`config.mk`:
```
export PLATFORM = sky130hd
export DESIGN_NAME = packet_rx_writer_flat
export DESIGN_NICKNAME = d
export VERILOG_FILES = /design/src/rtl/packet_rx_writer_pkg.sv /design/src/rtl/packet_rx_writer_if.sv /design/src/rtl/packet_rx_writer_word_packer.sv /design/src/rtl/packet_rx_writer.sv /design/src/flat_wrapper.sv
export SDC_FILE = /design/constraint.sdc
export NUM_CORES = 1
export LEC_CHECK = 0
export ABC_CLOCK_PERIOD_IN_PS = 3200
export CORE_AREA = 2 2 190 99
export CTS_CLUSTER_SIZE = 16
export DETAILED_ROUTE_END_ITERATION = 7
export DIE_AREA = 0 0 192 101
export GPL_TIMING_DRIVEN = 0
export PLACE_DENSITY = 0.7
export SETUP_SLACK_MARGIN = 0.3
export SLEW_MARGIN = 20
export SYNTH_ARGS = -nofsm -noshare
export SYNTH_HDL_FRONTEND = slang
export SYNTH_SLANG_ARGS = --single-unit
```
`constraint.sdc`:
```
create_clock -name clk_i -period 3.2 [get_ports clk_i]
set_input_delay 0.64 -clock clk_i [delete_from_list [all_inputs] [get_ports clk_i]]
set_output_delay 0.64 -clock clk_i [all_outputs]
set_load 0.05 [all_outputs]
```
`src/rtl/packet_rx_writer_pkg.sv`:
```
// Shared definitions for the Ethernet RX packet writer: FSM states and the
// full-word write-size code for a given buffer word width.
package packet_rx_writer_pkg;

    typedef enum logic [1:0] {
        ST_IDLE = 2'd0,
        ST_RECV = 2'd1,
        ST_DROP = 2'd2
    } rx_state_e;

    // Buffer encodes a full-word write as 2'b11 on 64-bit words, 2'b10 on 32-bit words.
    function automatic logic [1:0] wdata_size_code(input int unsigned width);
        return (width == 64) ? 2'b11 : 2'b10;
    endfunction

endpackage

```
`src/rtl/packet_rx_writer_if.sv`:
```
// MAC byte stream plus packet-buffer write port. master = the RX writer,
// slave = the MAC/buffer side that drives bytes and consumes writes.
interface packet_rx_writer_if #(
    parameter int unsigned data_width_p = 64,
    parameter int unsigned els_p        = 2048
);
    localparam int unsigned addr_width_lp = $clog2(els_p);
    localparam int unsigned size_width_lp = $clog2(els_p + 1);

    logic                     rx_valid_i;
    logic [7:0]               rx_data_i;
    logic                     rx_last_i;
    logic                     rx_error_i;
    logic                     packet_req_i;
    logic                     packet_wvalid_o;
    logic [addr_width_lp-1:0] packet_waddr_o;
    logic [data_width_p-1:0]  packet_wdata_o;
    logic [1:0]               packet_wdata_size_o;
    logic                     packet_wsize_valid_o;
    logic [size_width_lp-1:0] packet_wsize_o;
    logic                     packet_send_o;

    modport master (
        input  rx_valid_i, rx_data_i, rx_last_i, rx_error_i, packet_req_i,
        output packet_wvalid_o, packet_waddr_o, packet_wdata_o, packet_wdata_size_o,
               packet_wsize_valid_o, packet_wsize_o, packet_send_o
    );

    modport slave (
        output rx_valid_i, rx_data_i, rx_last_i, rx_error_i, packet_req_i,
        input  packet_wvalid_o, packet_waddr_o, packet_wdata_o, packet_wdata_size_o,
               packet_wsize_valid_o, packet_wsize_o, packet_send_o
    );

endinterface

```
`src/rtl/packet_rx_writer_word_packer.sv`:
```
// Byte-to-word packer: merges each byte at its lane offset and clears itself
// once a word is handed off (full word or frame end) or a frame is abandoned.
module packet_rx_writer_word_packer #(
    parameter int unsigned data_width_p = 64
) (
    input  logic                                  clk_i,
    input  logic                                  reset_i,
    input  logic                                  valid_i,
    input  logic                                  clr_i,
    input  logic                                  last_i,
    input  logic [$clog2(data_width_p/8)-1:0]     offset_i,
    input  logic [7:0]                            data_i,
    output logic [data_width_p-1:0]               word_c,
    output logic                                  done_c
);
    localparam int unsigned bytes_lp = data_width_p / 8;
    localparam int unsigned lsb_lp   = $clog2(bytes_lp);

    logic [data_width_p-1:0] word_r;

    // Merged view including the current byte, so the caller can register it this cycle.
    always_comb begin
        word_c = word_r;
        if (valid_i) begin
            word_c[{offset_i, 3'b000} +: 8] = data_i;
        end
        done_c = valid_i && (offset_i == lsb_lp'(bytes_lp - 1));
    end

    always_ff @(posedge clk_i) begin
        if (reset_i || clr_i) begin
            word_r <= '0;
        end else if (valid_i) begin
            word_r <= (done_c || last_i) ? '0 : word_c;
        end
    end

endmodule

```
`src/rtl/packet_rx_writer.sv`:
```
// Ethernet RX front-end: packs MAC bytes into buffer words, commits good frames
// with their size, and drops/counts frames that are unbuffered, errored or oversize.
module packet_rx_writer
    import packet_rx_writer_pkg::*;
#(
    parameter int unsigned data_width_p     = 64,
    parameter int unsigned els_p            = 2048,
    parameter int unsigned drop_cnt_width_p = 16
) (
    input  logic                        clk_i,
    input  logic                        reset_i,
    packet_rx_writer_if.master          bus,
    output logic                        drop_o,
    output logic [drop_cnt_width_p-1:0] drop_count_o
);
    localparam int unsigned bytes_lp      = data_width_p / 8;
    localparam int unsigned lsb_lp        = $clog2(bytes_lp);
    localparam int unsigned addr_width_lp = $clog2(els_p);
    localparam int unsigned size_width_lp = $clog2(els_p + 1);
    localparam logic [addr_width_lp-1:0] addr_mask_lp = ~addr_width_lp'(bytes_lp - 1);

    rx_state_e                  state_r, state_n;
    logic [size_width_lp-1:0]   cnt_r, cnt_n, cnt_base;
    logic                       wvalid_r, wvalid_n;
    logic [addr_width_lp-1:0]   waddr_r, waddr_n;
    logic [data_width_p-1:0]    wdata_r, wdata_n;
    logic [1:0]                 wdata_size_r;
    logic                       wsize_valid_r, wsize_valid_n;
    logic [size_width_lp-1:0]   wsize_r, wsize_n;
    logic                       send_r, send_n;
    logic                       drop_r, drop_n;
    logic [drop_cnt_width_p-1:0] drop_cnt_r;
    logic                       accept;
    logic                       pack_en, pack_clr;
    logic                       word_done_c;
    logic [data_width_p-1:0]    word_c;

    packet_rx_writer_word_packer #(
        .data_width_p (data_width_p)
    ) u_packer (
        .clk_i    (clk_i),
        .reset_i  (reset_i),
        .valid_i  (pack_en),
        .clr_i    (pack_clr),
        .last_i   (bus.rx_last_i),
        .offset_i (cnt_base[lsb_lp-1:0]),
        .data_i   (bus.rx_data_i),
        .word_c   (word_c),
        .done_c   (word_done_c)
    );

    // Next state and next output values; every MAC byte is consumed the cycle it arrives.
    always_comb begin
        state_n       = state_r;
        cnt_n         = cnt_r;
        wvalid_n      = 1'b0;
        waddr_n       = waddr_r;
        wdata_n       = wdata_r;
        wsize_valid_n = 1'b0;
        wsize_n       = wsize_r;
        send_n        = 1'b0;
        drop_n        = 1'b0;
        pack_en       = 1'b0;
        pack_clr      = 1'b0;
        cnt_base      = (state_r == ST_IDLE) ? '0 : cnt_r;

        case (state_r)
            ST_IDLE: accept = bus.packet_req_i && !send_r && !bus.rx_error_i;
            ST_RECV: accept = !bus.rx_error_i && (cnt_r != size_width_lp'(els_p));
            default: accept = 1'b0;
        endcase

        if (bus.rx_valid_i) begin
            if (accept) begin
                pack_en = 1'b1;
                cnt_n   = cnt_base + size_width_lp'(1);
                state_n = ST_RECV;
                if (word_done_c || bus.rx_last_i) begin
                    wvalid_n = 1'b1;
                    waddr_n  = addr_width_lp'(cnt_base) & addr_mask_lp;
                    wdata_n  = word_c;
                end
                if (bus.rx_last_i) begin
                    wsize_valid_n = 1'b1;
                    wsize_n       = cnt_base + size_width_lp'(1);
                    send_n        = 1'b1;
                    state_n       = ST_IDLE;
                    cnt_n         = '0;
                end
            end else begin
                // Rejected, errored, oversize or already-dropping frame: discard to the end.
                pack_clr = 1'b1;
                cnt_n    = '0;
                if (bus.rx_last_i) begin
                    state_n = ST_IDLE;
                    drop_n  = 1'b1;
                end else begin
                    state_n = ST_DROP;
                end
            end
        end
    end

    always_ff @(posedge clk_i) begin
        if (reset_i) begin
            state_r       <= ST_IDLE;
            cnt_r         <= '0;
            wvalid_r      <= 1'b0;
            waddr_r       <= '0;
            wdata_r       <= '0;
            wdata_size_r  <= 2'b00;
            wsize_valid_r <= 1'b0;
            wsize_r       <= '0;
            send_r        <= 1'b0;
            drop_r        <= 1'b0;
            drop_cnt_r    <= '0;
        end else begin
            state_r       <= state_n;
            cnt_r         <= cnt_n;
            wvalid_r      <= wvalid_n;
            waddr_r       <= waddr_n;
            wdata_r       <= wdata_n;
            wdata_size_r  <= wdata_size_code(data_width_p);
            wsize_valid_r <= wsize_valid_n;
            wsize_r       <= wsize_n;
            send_r        <= send_n;
            drop_r        <= drop_n;
            if (drop_n && (drop_cnt_r != '1)) begin
                drop_cnt_r <= drop_cnt_r + drop_cnt_width_p'(1);
            end
        end
    end

    assign bus.packet_wvalid_o      = wvalid_r;
    assign bus.packet_waddr_o       = waddr_r;
    assign bus.packet_wdata_o       = wdata_r;
    assign bus.packet_wdata_size_o  = wdata_size_r;
    assign bus.packet_wsize_valid_o = wsize_valid_r;
    assign bus.packet_wsize_o       = wsize_r;
    assign bus.packet_send_o        = send_r;
    assign drop_o                   = drop_r;
    assign drop_count_o             = drop_cnt_r;

endmodule

```
`src/flat_wrapper.sv`:
```
// flat-port wrapper written by rule: the top's interface ports become plain ports
module packet_rx_writer_flat import packet_rx_writer_pkg::*;
#(
    parameter int unsigned data_width_p     = 64,
    parameter int unsigned els_p            = 2048,
    parameter int unsigned drop_cnt_width_p = 16
)
  (clk_i, reset_i, drop_o, drop_count_o, bus_rx_valid_i, bus_rx_data_i, bus_rx_last_i, bus_rx_error_i, bus_packet_req_i, bus_packet_wvalid_o, bus_packet_waddr_o, bus_packet_wdata_o, bus_packet_wdata_size_o, bus_packet_wsize_valid_o, bus_packet_wsize_o, bus_packet_send_o);
  packet_rx_writer_if #(.data_width_p(data_width_p), .els_p(els_p)) bus_i ();
  input  logic clk_i;
  input  logic reset_i;
  output logic drop_o;
  output logic [drop_cnt_width_p-1:0] drop_count_o;
  input wire logic [$bits(bus_i.rx_valid_i)-1:0] bus_rx_valid_i;
  input wire logic [$bits(bus_i.rx_data_i)-1:0] bus_rx_data_i;
  input wire logic [$bits(bus_i.rx_last_i)-1:0] bus_rx_last_i;
  input wire logic [$bits(bus_i.rx_error_i)-1:0] bus_rx_error_i;
  input wire logic [$bits(bus_i.packet_req_i)-1:0] bus_packet_req_i;
  output wire logic [$bits(bus_i.packet_wvalid_o)-1:0] bus_packet_wvalid_o;
  output wire logic [$bits(bus_i.packet_waddr_o)-1:0] bus_packet_waddr_o;
  output wire logic [$bits(bus_i.packet_wdata_o)-1:0] bus_packet_wdata_o;
  output wire logic [$bits(bus_i.packet_wdata_size_o)-1:0] bus_packet_wdata_size_o;
  output wire logic [$bits(bus_i.packet_wsize_valid_o)-1:0] bus_packet_wsize_valid_o;
  output wire logic [$bits(bus_i.packet_wsize_o)-1:0] bus_packet_wsize_o;
  output wire logic [$bits(bus_i.packet_send_o)-1:0] bus_packet_send_o;
  assign bus_i.rx_valid_i = bus_rx_valid_i;
  assign bus_i.rx_data_i = bus_rx_data_i;
  assign bus_i.rx_last_i = bus_rx_last_i;
  assign bus_i.rx_error_i = bus_rx_error_i;
  assign bus_i.packet_req_i = bus_packet_req_i;
  assign bus_packet_wvalid_o = bus_i.packet_wvalid_o;
  assign bus_packet_waddr_o = bus_i.packet_waddr_o;
  assign bus_packet_wdata_o = bus_i.packet_wdata_o;
  assign bus_packet_wdata_size_o = bus_i.packet_wdata_size_o;
  assign bus_packet_wsize_valid_o = bus_i.packet_wsize_valid_o;
  assign bus_packet_wsize_o = bus_i.packet_wsize_o;
  assign bus_packet_send_o = bus_i.packet_send_o;
  packet_rx_writer #(.data_width_p(data_width_p), .els_p(els_p), .drop_cnt_width_p(drop_cnt_width_p)) u_core (.clk_i(clk_i), .reset_i(reset_i), .bus(bus_i), .drop_o(drop_o), .drop_count_o(drop_count_o));
endmodule
```
---- After elaboration in Yosys (flattened, before gate mapping) ----
Index checks and enable logic that the tools add are counted.
storage, ports and cells
  register bits after elaboration ......... 183
  word-level logic and storage cells ...... 54
cells by class
  equal/unequal tests ..................... 4
  mux-type cells .......................... 19
  shift-type cells ........................ 2
  bitwise logic cells ..................... 2
  reduce and logical (&&, ||, !) cells .... 13
  add/subtract/negate cells ............... 3
operators by type and width
  kind                    count
  $mux 64                 2
  $bwmux 64               1
  $shift 8x8->64 const A  1
  $shiftx 8x8->64         1
  $mux 12                 3
  $add 16x1->16 const B   1
  $ne 16x16->1 const B    1
  $add 12x1->12 const B   1
  $ne 12x12->1 const B    1
  $mux 1                  9
  $neg 6->8               1
  $mux 2                  3
  $reduce_and 3->1        2
  $logic_and 1x1->1       5
  $eq 3x3->1 const B      1
  $reduce_or 3->1         1
  $eq 2x1->1 const B      1
  $logic_not 1->1         2
  $logic_not 2->1         1
  $logic_or 1x1->1        2
  $not 1->1               2
  $pmux 1 s2              1

---- Longest topological paths before layout ----
Gate-level depths: netlist of the first run.
  depth in word-level cells ............... 9
  gate-level depth with buffers ........... 14
  gate-level depth less buffers ........... 9

---- Cells and area by module ----
A second synthesis of the first run with hierarchy kept.
second synthesis, totals
  cell total of the unflattened synthesis .. 894
  area total of the unflattened synthesis .. 8,085.3 um^2
modules (own cells, without submodules)
  module                        cells each  area each (um^2)  times used
  packet_rx_writer              585         4,720.8           1
  packet_rx_writer_word_packer  309         3,364.5           1

---- Worst setup path before layout of the first run ----
Ideal clock, no wire load.
  path type ............................... reg-to-reg
  from .................................... register u_core.state_r[0]
  to ...................................... register u_core.u_packer.word_r[10]
  buffers on the path ..................... 4
  data arrival time ....................... 3,069 ps
  clock period less this slack ............ 3,196 ps
  setup time .............................. 128 ps
  slack ................................... 4 ps
  stages on the path, launching flop included .. 14
  path through ............................ dfxtp_1 -> buf_6 -> or2_2 -> clkbuf_1 -> buf_1 -> nand2_1 -> ha_1 -> ha_1 -> and2_1 -> clkbuf_1 -> nand2_1 -> nor4_4 -> mux2i_1 -> nor2_1
on the way
  cells in the longest elaborated chain, start to end .. 7
  elaborated cells between the ends (all ways) .. 18
  those cells by class .................... 1 x add/sub; 2 x eq/ne; 2 x shift; 9 x mux; 4 x reduce/logical
ends and longest elaborated chain
  what                                                   line                                                                    text
  start: declaration                                     packet_rx_writer.sv:22                                                  rx_state_e state_r, state_n;
  start signal: assignment                               packet_rx_writer.sv:118                                                 state_r <= state_n;
  $logic_not 2->1 / $eq 2x1->1 (equally long branches)   packet_rx_writer.sv:65, packet_rx_writer.sv:67
  $mux 12 / $pmux 1 s2 (equally long branches)           packet_rx_writer.sv:65, packet_rx_writer.sv:67
  $neg 6->8 / $mux 1 (equally long branches)             packet_rx_writer_word_packer.sv:25, packet_rx_writer.sv:74
  $shiftx 8x8->64 (tied with other cells)                packet_rx_writer_word_packer.sv:25                                      word_c[{offset_i, 3'b000} +: 8] = data_i;
  $bwmux 64 / $logic_and 1x1->1 (equally long branches)  packet_rx_writer_word_packer.sv:25, packet_rx_writer_word_packer.sv:27
  $mux 64 / $logic_or 1x1->1 (equally long branches)     packet_rx_writer_word_packer.sv:24, packet_rx_writer_word_packer.sv:34
  $mux 64                                                packet_rx_writer_word_packer.sv:34                                      word_r <= (done_c || last_i) ? '0 : word_c;
  end signal: assignment                                 packet_rx_writer_word_packer.sv:34
  end: declaration                                       packet_rx_writer_word_packer.sv:19                                      logic [data_width_p-1:0] word_r;
Several ways; a longest one is shown, not always the timed one.
A chain may end at the register's enable or synchronous reset.

---- Worst setup path after layout of the first run ----
  from .................................... register u_core.state_r[0]
  to ...................................... register u_core.u_packer.word_r[17]
The elaborated chain is that of the path after synthesis.

==> results of run 1 <==
## cell type report
type                       count  area (µm²)
timing repair buffer         126        1260
fill                        1583        7730
inverter                       7        26.3
tap                          240         300
sequential                   182        3650
buffer                        68         444
clock inverter                13         126
multi-input combinational    585        3880
clock buffer                  19         453
## worst min-delay path, cell delays in order (launching register included)
cell	delay [ps]
dfxtp_1	310
nand2_1	50
a21oi_1	50
## layout by cell type (no fill, tap or decap), types with 6 or more instances in the layout
| cell type | n |
|---|---|
| mux2i_1 | 78 |
| a311oi_2 | 7 |
| dfxtp_1 | 180 |
| and3_1 | 7 |
| nand2_1 | 54 |
| buf_6 | 13 |
| a21oi_1 | 49 |
| o21ai_0 | 16 |
| or4_1 | 9 |
| nor2b_1 | 14 |
| nand4_1 | 11 |
| clkdlybuf4s50_1 | 119 |
| clkbuf_2 | 8 |
| buf_4 | 13 |
| nand3_1 | 30 |
| nor3_1 | 9 |
| o31ai_1 | 8 |
| buf_2 | 11 |
| nor2_1 | 130 |
| clkbuf_16 | 17 |
| a22o_1 | 14 |
| clkbuf_1 | 23 |
| inv_1 | 6 |
| a211oi_1 | 60 |
| and4_1 | 6 |
## logic make-up after synthesis
| logic type | Yosys count |
|---|---|
| buf+inv | 75 |
| mux | 82 |
| other cells | 1 |
| compound gates | 184 |
| simple gates | 306 |
| fa+ha+maj | 4 |
| xor+xnor | 6 |
| flops | 182 |
## repair_timing
| item | CTS | global route |
|---|---|---|
| buffers inserted | 6 | 1 |
| endpoints found under the setup margin | 135 | 132 |
| pin swaps | 5 | 1 |
| gates resized for setup | 36 | 15 |
## through the flow
stage,worst slack [ps],cell area [µm²],power [µW],TNS (ps),hold WS [ps]
final,403,10100,4850,0,456
after detailed placement,-355,9320,2810,-13460,450
after floorplan,337,7830,2650,0,448
after CTS,300,10100,4880,0,460
after global placement,-279,9320,2810,-12690,441
after global routing,244,10100,5010,0,472
## where the power goes
part	internal, µW	total (µW)	switching [µW]
logic	141	460	318
registers	2300	2320	23.8
clock network	1070	2070	999
total	3510	4850	1340
## worst paths after layout
kind	from	end
worst min-delay path	u_core.bus.packet_wsize_o[4]$_SDFFE_PP0P_	u_core.bus.packet_wsize_o[4]$_SDFFE_PP0P_
worst min register to register	u_core.bus.packet_wsize_o[4]$_SDFFE_PP0P_	u_core.bus.packet_wsize_o[4]$_SDFFE_PP0P_
worst max register to register	u_core.state_r[0]$_SDFFE_PP0P_	u_core.u_packer.word_r[17]$_SDFFE_PP0P_
worst max-delay path	u_core.state_r[0]$_SDFFE_PP0P_	u_core.u_packer.word_r[17]$_SDFFE_PP0P_
## state kept, by name (all words and copies together) (netlist names), 2 cells and up
register	flops
u_core.cnt_r	12
u_core.bus.packet_waddr_o	8
u_core.state_r	2
u_core.bus.packet_wdata_o	64
u_core.u_packer.word_r	64
u_core.bus.packet_wsize_o	12
u_core.drop_count_o	16
## per-layer routing
layer,GRT usage,vias to the layer above
met5,0,-
met4,0.0452,0
met3,0.0696,14
met2,0.330,281
met1,0.389,3332
li1,-,3335
==> insert_results.sql, run 1 <==
INSERT INTO impl_metrics (metric_group, metric, value, unit) VALUES
('die', 'dieArea', '0.0194', 'mm²'),
('global_route', 'global_route_wire_length_before_repair', '36500', 'µm'),
('clock_network', 'holdBufCountCts', '0', ''),
('yosys', 'post-synth-top-count-cell', 'dfxtp_1', ''),
('global_route', 'largest_net_degree_at_the_start_of_global_routing', '19', ''),
('global_route', 'grt_usage', '0.248', ''),
('clock_network', 'clkTransAtPathRegs', '80', 'ps'),
('hold_path', 'type_of_the_tightest_min_delay_check', 'reg2reg', ''),
('layout', 'antenna_cells_inserted', '0', ''),
('timing', 'worst-slew-pin-transition', '1150', 'ps'),
('clock_network', 'clkSinkCount', '182', ''),
('clock_network', 'clock_tree.buffer_depth', '2', ''),
('die', 'row_count', '35', ''),
('yosys', 'synth_simple_gate_area_frac', '0.192', ''),
('yosys', 'synthAdderAreaFrac', '0.00640', ''),
('worst_setup_path', 'critPathArrivalTime', '3120', 'ps'),
('yosys', 'yosys.area_share.xor_xnor', '0.00672', ''),
('clock_network', 'insertion_delay', '440', 'ps'),
('drt', 'vias', '6962', ''),
('drt', 'detailedRoute.firstIterationViolations', '567', ''),
('die', 'floorplan.io_pins', '123', ''),
('place', 'place_congestion', '0.922', ''),
('global_route', 'first_global_vias', '6487', ''),
('worst_setup_path', 'crit_slowest_cell', 'dfxtp_1', ''),
('yosys', 'area_contributors_post_synth', 'dfxtp_1, mux2i_1, nor2_1', ''),
('yosys', 'synth_top_family_by_area', 'simple AND/OR/NAND/NOR gates', ''),
('clock_network', 'clk_tree_root_cell', 'clkbuf_16', ''),
('timing', 'rsz_0062_raised_after_global_routing', 'yes', ''),
('yosys', 'netlist.area_leader.share', '0.466', ''),
('run', 'max-cap-violations', '0', ''),
('yosys', 'asr_flop_ratio_synth', '0', ''),
('yosys', 'mappedNetlistArea', '0.00781', 'mm²'),
('yosys', 'syn_area_per_cell', '9.30', 'µm²'),
('worst_setup_path', 'endpoint_kind', 'register', ''),
('timing', 'slew-limit-headroom', '0.231', ''),
('drt', 'route.met2.wl', '9260', 'µm'),
('drt', 'remaining_routing_drc_violations', '0', ''),
('worst_setup_path', 'cp_common_cell', 'buf_6', ''),
('power_and_ir_drop', 'p_leak', '0.00342', 'µW'),
('yosys', 'synth.largest_area_cell', 'dfxtp_1', ''),
('worst_setup_path', 'largest_delay_share_family_worst_path', 'simple AND/OR/NAND/NOR gates', ''),
('global_route', 'grt_antenna_before_repair', '0', ''),
('run_status', 'status', 'finished clean', ''),
('die', 'placeableCoreArea', '0.0179', 'mm²'),
('worst_setup_path', 'cp_cell_sequence', 'buf_6 -> or2_4 -> buf_8 -> buf_6 -> nand2_1 -> ha_2 -> ha_4 -> and2_1 -> and4_1 -> buf_6 -> nor2_1 -> o211a_4 -> a22o_1', ''),
('worst_setup_path', 'worst-r2r-setup-slack', '400', 'ps'),
('drt', 'met3_length', '2230', 'µm'),
('timing', 'final.min_clock_period', '2800', 'ps'),
('yosys', 'synth.mux.area_fraction', '0.106', ''),
('place', 'placement.io_buffers', '119', ''),
('worst_setup_path', 'timing.critical_path.slowest_cell_delay', '340', 'ps'),
('place', 'dp_hpwl', '16900', 'µm'),
('yosys', 'ys_ff_latch', '182', ''),
('layout', 'fin_nets', '1005', ''),
('worst_setup_path', 'timing_worst_setup_path_type', 'reg2reg', ''),
('timing', 'finalHoldViolCount', '0', ''),
('power_and_ir_drop', 'pwr_density_cell', '479', 'mW/mm²'),
('yosys', 'yosysSeqAreaShare', '0.466', ''),
('drt', 'wl_met1', '12100', 'µm'),
('drt', 'drt-pass1-iter-count', '5', ''),
('power_and_ir_drop', 'vdd_ir_drop_max', '0.000372', 'V'),
('drt', 'avgViaCountPerCell', '5.61', ''),
('place', 'post_place_cells', '1201', ''),
('layout', 'flow.area_growth_from_synthesis', '29.7', '%'),
('drt', 'top_layer_used', 'met4', ''),
('yosys', 'synth_top_cells_by_count', 'dfxtp_1, nor2_1, mux2i_1', ''),
('timing', 'maximum_operating_frequency', '0.358', 'GHz'),
('hold_path', 'worstHoldPathCells', '2', ''),
('die', 'initial_core_util', '0.437', ''),
('layout', 'final_util', '0.567', ''),
('worst_setup_path', 'worst-r2r-cell-count', '13', '');
Note: power is estimated with default switching activity, not from simulation.
==> run 2, diff against run 1 <==
- ABC_CLOCK_PERIOD_IN_PS: 3200 -> 2500
- clock period: 3.2 -> 2.5 ns (I/O delays scaled with it)
==> run 2 against run 1 <==
Count of clock-buffer cells in the layout unchanged. Utilization increased by 14 points. Critical endpoint is now u_core.bus.packet_wdata_o[54]$_SDFFE_PP0P_. Power increased by 34%. Largest cell class unchanged. The flow now finishes with violations (setup timing).
==> insert_results.sql, run 2 (same netlist as run 1, synthesis figures left out) <==
INSERT INTO impl_metrics (metric_group, metric, value, unit) VALUES
('clock_network', 'tritoncts', 'built', ''),
('timing', 'final.min_clock_period', '2570', 'ps'),
('worst_setup_path', 'critPathArrivalTime', '2920', 'ps'),
('die', 'placeableCoreArea', '0.0179', 'mm²'),
('layout', 'antenna_cells_inserted', '0', ''),
('timing', 'clock_skew', '14.5', 'ps'),
('hold_path', 'worstHoldPathCells', '2', ''),
('clock_network', 'cts-htree-levels', '4', ''),
('layout', 'layout.cells.most_common', 'dfxtp_1', ''),
('power_and_ir_drop', 'pwr_density_cell', '518', 'mW/mm²'),
('drt', 'detailedRoute.firstIterationViolations', '766', ''),
('drt', 'avgViaCountPerCell', '6.00', ''),
('drt', 'post_drt_wl_per_cell', '22.8', 'µm'),
('clock_network', 'insertion_delay', '440', 'ps'),
('worst_setup_path', 'timing_worst_setup_path_type', 'reg2reg', ''),
('global_route', 'overflow', '0', ''),
('layout', 'flow.area_growth_from_synthesis', '61.1', '%'),
('clock_network', 'clk_tree_root_cell', 'clkbuf_16', ''),
('timing', 'drv_slew', '0', ''),
('global_route', 'first_global_vias', '7001', ''),
('timing', 'setup_slack_after_layout', '-71.9', 'ps'),
('drt', 'route.final.wire_length', '30000', 'µm'),
('global_route', 'global_route_wire_length_before_repair', '40000', 'µm'),
('place', 'placement.io_buffers', '119', ''),
('die', 'die_h', '101', 'µm'),
('die', 'initial_core_util', '0.437', ''),
('layout', 'commonest_cells_after_routing_fill_and_taps_aside', 'dfxtp_1, clkdlybuf4s50_1, nor2_1', ''),
('worst_setup_path', 'worst-path-max-fanout', '7', ''),
('global_route', 'largest_net_degree_at_the_start_of_global_routing', '18', ''),
('worst_setup_path', 'cp.required', '2850', 'ps'),
('drt', 'ant_nets', '0', ''),
('timing', 'slew-limit-headroom', '0.449', ''),
('worst_setup_path', 'critPathLaunchType', 'register', ''),
('place', 'place_ws', '-627', 'ps'),
('place', 'placed_area', '0.00951', 'mm²'),
('timing', 'worst-slew-pin-transition', '827', 'ps'),
('layout', 'post_route_cells_drive_above_1_share', '0.375', ''),
('clock_network', 'cts_made_buffers', '17', ''),
('power_and_ir_drop', 'total_power', '6530', 'µW'),
('die', 'row_count', '35', ''),
('layout', 'multi_input_area', '0.00503', 'mm²'),
('power_and_ir_drop', 'p_leak', '0.00442', 'µW'),
('timing', 'layout_worst_path_cycle_share', '1.03', ''),
('clock_network', 'clkSinkCount', '182', ''),
('clock_network', 'holdBufCountCts', '0', ''),
('timing', 'rsz_0062_raised_after_global_routing', 'yes', ''),
('power_and_ir_drop', 'vdd_ir_drop_max', '0.000461', 'V'),
('layout', 'layout.filler_cells', '1234', ''),
('timing', 'report.final.setup_viol', '41', ''),
('timing', 'maximum_operating_frequency', '0.389', 'GHz'),
('clock_network', 'clock_tree.buffer_depth', '2', ''),
('clock_network', 'clkTransAtPathRegs', '70', 'ps'),
('die', 'floorplan.io_pins', '123', ''),
('place', 'dp_hpwl', '16900', 'µm'),
('run_status', 'status', 'finished with violations', ''),
('layout', 'fin_nets', '1081', ''),
('hold_path', 'type_of_the_tightest_min_delay_check', 'reg2reg', ''),
('layout', 'area.sequential', '0.00366', 'mm²'),
('global_route', 'grt_usage', '0.273', ''),
('run_status', 'failed_checks', 'setup timing', ''),
('die', 'die_width', '192', 'µm'),
('timing', 'finalHoldViolCount', '0', ''),
('drt', 'remaining_routing_drc_violations', '0', ''),
('global_route', 'grt_antenna_before_repair', '0', ''),
('place', 'place_congestion', '0.911', ''),
('worst_setup_path', 'worst-r2r-cell-count', '16', ''),
('drt', 'vias', '7898', ''),
('run', 'max-cap-violations', '0', ''),
('drt', 'drt-pass1-iter-count', '5', ''),
('layout', 'fin_area', '0.0126', 'mm²'),
('worst_setup_path', 'endpoint_kind', 'register', ''),
('die', 'dieArea', '0.0194', 'mm²'),
('layout', 'final_util', '0.705', ''),
('timing', 'setup_tns', '-1210', 'ps');
run 2: cell types whose count changed in the layout (fill, tap and decap cells not counted), moves of 20 or more:
cell / before / now
a211oi_1: 60 / 15
a211oi_2: 1 / 45
nor2_1: 130 / 86
buf_4: 13 / 46
mux2i_1: 78 / 49
nor2_2: 0 / 23
nor2_4: 1 / 22
clkdlybuf4s50_1: 119 / 99
run 2: layout make-up:
cell class	count	area share
Sequential cell	182	0.290
Timing Repair Buffer	201	0.180
Tap cell	240	0.0239
Clock inverter	13	0.0112
Clock buffer	19	0.0352
Buffer	68	0.0571
Multi-Input combinational cell	586	0.400
Inverter	7	0.00229
run 2: timing repair:
action,4_1_cts,5_1_grt
endpoints found under the hold margin,0,0
gates cloned,11,7
buffers inserted,41,24
gates resized for setup,192,219
pin swaps,62,79
setup endpoints to repair,190,183
run 2: worst max-delay path, cell delays in order, from the launching register on:
cell and delay (ps):
dfxtp_2 330, buf_6 110, or2_4 130, clkbuf_16 130, buf_8 110, nand2_4 70
buf_6 150, inv_4 50, ha_4 160, a31oi_4 110, nor4_4 300, buf_4 200
buf_12 150, buf_12 110, buf_16 130, nor2_2 50, a211oi_2 220
run 2: per-layer routing:
metal,global-route usage,vias to the layer above,share of wire
li1,-,3485,-
met3,0.0616,87,0.11
met2,0.369,475,0.42
met5,0,-,0
met4,0.0711,0,0.025
met1,0.428,3851,0.45
run 2: path summary, 6_finish.rpt:
kind / start / to / slack, ps
hold reg to reg: u_core.bus.packet_waddr_o[10]$_SDFFE_PP0P_ / u_core.bus.packet_waddr_o[10]$_SDFFE_PP0P_ / 460
setup / recovery: u_core.state_r[0]$_SDFFE_PP0P_ / u_core.bus.packet_wdata_o[54]$_SDFFE_PP0P_ / -70
setup reg to reg: u_core.state_r[0]$_SDFFE_PP0P_ / u_core.bus.packet_wdata_o[54]$_SDFFE_PP0P_ / -70
hold / removal: u_core.bus.packet_waddr_o[10]$_SDFFE_PP0P_ / u_core.bus.packet_waddr_o[10]$_SDFFE_PP0P_ / 460
run 2: through the flow:
step                      hold slack (ps)  std cells
after floorplan                       449        842
after global placement                442       1201
after detailed placement              446       1201
after CTS                             456       1285
after global routing                  472       1316
final                                 459       1316
run 2: power by group:
group | switching (µW) | internal [µW]
clock | 1300 | 1430
sequential | 39.9 | 2940
combinational | 511 | 301
total | 1850 | 4670
==> run 3, diff against run 2 <==
- PLACE_DENSITY: 0.7 -> 0.72
- SKIP_LAST_GASP: not set -> 1
==> run 3 against run 2 <==
Sequential share of layout area increased by 0.27 points. Critical endpoint is now u_core.bus.packet_wdata_o[39]$_SDFFE_PP0P_. Global-route usage decreased by 0.66 points. Hold slack improved by 1.2 ps. Power decreased by 1.9%. Clock power decreased by 3%. Setup slack got worse by 30 ps. Count of clock-buffer cells in the layout decreased by 1. The flow still finishes with violations (setup timing). Critical path depth decreased by 3. Largest cell class unchanged. Die area unchanged.
==> insert_results.sql, run 3 (same netlist as run 1, synthesis figures left out) <==
INSERT INTO impl_metrics (metric_group, metric, value, unit) VALUES
('timing', 'report.final.setup_viol', '68', ''),
('global_route', 'overflow', '0', ''),
('die', 'placeableCoreArea', '0.0179', 'mm²'),
('drt', 'remaining_routing_drc_violations', '0', ''),
('worst_setup_path', 'critPathArrivalTime', '2940', 'ps'),
('run_status', 'status', 'finished with violations', ''),
('timing', 'final.min_clock_period', '2600', 'ps'),
('layout', 'layout.cells.most_common', 'dfxtp_1', ''),
('power_and_ir_drop', 'power_report.internal_total', '4540', 'µW'),
('timing', 'clock_skew', '13.2', 'ps'),
('place', 'place_ws', '-619', 'ps'),
('run_status', 'failed_checks', 'setup timing', ''),
('power_and_ir_drop', 'netSwitchingPower', '1870', 'µW'),
('power_and_ir_drop', 'total_power', '6400', 'µW'),
('worst_setup_path', 'largest_delay_share_family_worst_path', 'buffers and inverters', ''),
('worst_setup_path', 'worst-path-max-fanout', '5', ''),
('clock_network', 'insertion_delay', '440', 'ps'),
('global_route', 'largest_net_degree_at_the_start_of_global_routing', '19', ''),
('layout', 'post_route_cells_drive_above_1_share', '0.362', ''),
('global_route', 'global_route_wire_length_before_repair', '39200', 'µm'),
('layout', 'commonest_cells_after_routing_fill_and_taps_aside', 'dfxtp_1, nor2_1, clkdlybuf4s50_1', ''),
('place', 'dp_hpwl', '17100', 'µm'),
('clock_network', 'tritoncts', 'built', ''),
('timing', 'drv_slew', '0', ''),
('power_and_ir_drop', 'pwr_density_cell', '513', 'mW/mm²'),
('global_route', 'first_global_vias', '6954', ''),
('layout', 'flow.area_growth_from_synthesis', '59.6', '%'),
('run', 'max-cap-violations', '0', ''),
('worst_setup_path', 'timing.critical_path.slowest_cell_delay', '320', 'ps'),
('power_and_ir_drop', 'switching_share', '0.292', ''),
('clock_network', 'holdBufCountCts', '0', ''),
('worst_setup_path', 'cp.required', '2840', 'ps'),
('die', 'die_width', '192', 'µm'),
('power_and_ir_drop', 'combPwrFrac', '0.121', ''),
('worst_setup_path', 'endpoint_kind', 'register', ''),
('die', 'initial_core_util', '0.437', ''),
('timing', 'setup_tns', '-2310', 'ps'),
('worst_setup_path', 'crit_slowest_cell', 'dfxtp_2', ''),
('timing', 'slew-limit-headroom', '0.469', ''),
('place', 'place_congestion', '0.912', ''),
('worst_setup_path', 'cp_cell_sequence', 'buf_6 -> or2_4 -> clkbuf_16 -> buf_8 -> nand2_4 -> ha_4 -> ha_4 -> nor2b_2 -> nand4_1 -> buf_6 -> clkbuf_16 -> mux2i_2 -> a211oi_1', ''),
('drt', 'vias', '7917', ''),
('drt', 'drt-pass1-iter-count', '7', ''),
('die', 'die_h', '101', 'µm'),
('die', 'dieArea', '0.0194', 'mm²'),
('layout', 'final_util', '0.698', ''),
('place', 'post_place_cells', '1201', ''),
('layout', 'fin_nets', '1087', ''),
('timing', 'worst-slew-pin-transition', '797', 'ps'),
('clock_network', 'cts-htree-levels', '4', ''),
('worst_setup_path', 'timing_worst_setup_path_type', 'reg2reg', ''),
('layout', 'antenna_cells_inserted', '0', ''),
('power_and_ir_drop', 'p_leak', '0.00430', 'µW'),
('clock_network', 'clock_tree.buffer_depth', '2', ''),
('die', 'row_count', '35', ''),
('power_and_ir_drop', 'relative_contribution_of_the_clock_network_to_total_power', '0.414', ''),
('timing', 'finalHoldViolCount', '0', ''),
('drt', 'post_drt_wl_per_cell', '22.5', 'µm'),
('timing', 'layout_worst_path_cycle_share', '1.04', ''),
('timing', 'maximum_operating_frequency', '0.384', 'GHz'),
('layout', 'non_filler_cells_in_the_finished_layout', '1322', ''),
('drt', 'route.final.wire_length', '29800', 'µm'),
('hold_path', 'type_of_the_tightest_min_delay_check', 'reg2reg', ''),
('clock_network', 'clkSinkCount', '182', ''),
('drt', 'avgViaCountPerCell', '5.99', ''),
('die', 'floorplan.io_pins', '123', ''),
('power_and_ir_drop', 'pwr-share-seq', '0.465', ''),
('worst_setup_path', 'critPathLaunchType', 'register', ''),
('drt', 'detailedRoute.firstIterationViolations', '785', ''),
('timing', 'setup_slack_after_layout', '-102', 'ps'),
('clock_network', 'clkTransAtPathRegs', '80', 'ps'),
('power_and_ir_drop', 'vdd_ir_drop_max', '0.000487', 'V'),
('worst_setup_path', 'cp.buffers_inverters', '5', ''),
('global_route', 'grt_usage', '0.267', ''),
('global_route', 'grt_antenna_before_repair', '0', ''),
('drt', 'ant_nets', '0', ''),
('clock_network', 'cts_made_buffers', '17', ''),
('clock_network', 'clk_tree_root_cell', 'clkbuf_16', ''),
('timing', 'rsz_0062_raised_after_global_routing', 'yes', ''),
('place', 'placement.io_buffers', '119', '');
## run 3: repair_timing
action,in CTS,in global routing
pin swaps,89,84
buffers inserted,42,34
gates cloned,6,7
endpoints found under the hold margin,0,0
endpoints found under the setup margin,189,185
resized for setup,134,233
## run 3: power by group through the flow
stage               logic, µW  registers (µW)  clock network [µW]
global placement          571            3040                   0
detailed placement        575            3040                   0
finish                    776            2970                2650
CTS                       658            2970                2630
global route              804            2980                2770
floorplan                 226            3180                   0
## run 3: path summary, 6_finish.rpt
| check | end | startpoint | slack (ps) | cells past startpoint |
|---|---|---|---|---|
| max | u_core.bus.packet_wdata_o[39]$_SDFFE_PP0P_ | u_core.state_r[0]$_SDFFE_PP0P_ | -100 | 13 |
| min | u_core.bus.packet_wsize_o[7]$_SDFFE_PP0P_ | u_core.bus.packet_wsize_o[7]$_SDFFE_PP0P_ | 460 | 2 |
| max reg2reg | u_core.bus.packet_wdata_o[39]$_SDFFE_PP0P_ | u_core.state_r[0]$_SDFFE_PP0P_ | -100 | 13 |
| min reg2reg | u_core.bus.packet_wsize_o[7]$_SDFFE_PP0P_ | u_core.bus.packet_wsize_o[7]$_SDFFE_PP0P_ | 460 | 2 |
## run 3: through the flow
step                      area [µm²]  hold WS [ps]
after floorplan                 8020           449
after global placement          9510           442
after detailed placement        9510           445
after CTS                      11100           456
final                          12500           460
after global routing           12500           484
## run 3: layout make-up
| cell class | instances | area (µm²) |
|---|---|---|
| clock buffers | 18 | 429 |
| flip-flops and latches | 182 | 3650 |
| well taps | 240 | 300 |
| clock inverters | 14 | 133 |
| plain buffers | 68 | 683 |
| inverters | 7 | 28.8 |
| repair buffers | 207 | 2190 |
| multi-input cells | 586 | 5060 |
| fillers | 1222 | 5400 |
## run 3: tightest hold or removal path, delay by kind of cell, from the launching register on
family	cells	cell delay [ps]
AO/OA/AOI/OAI	1	50
flip-flops	1	310
AND/OR/NAND/NOR	1	50
## run 3: layer usage
layer  wire length (µm)  up-vias  track usage
met5                  0        -            0
met4                704        0       0.0646
met3               2710       78       0.0651
met2              12700      446        0.371
met1              13600     3886        0.408
li1                   -     3507            -
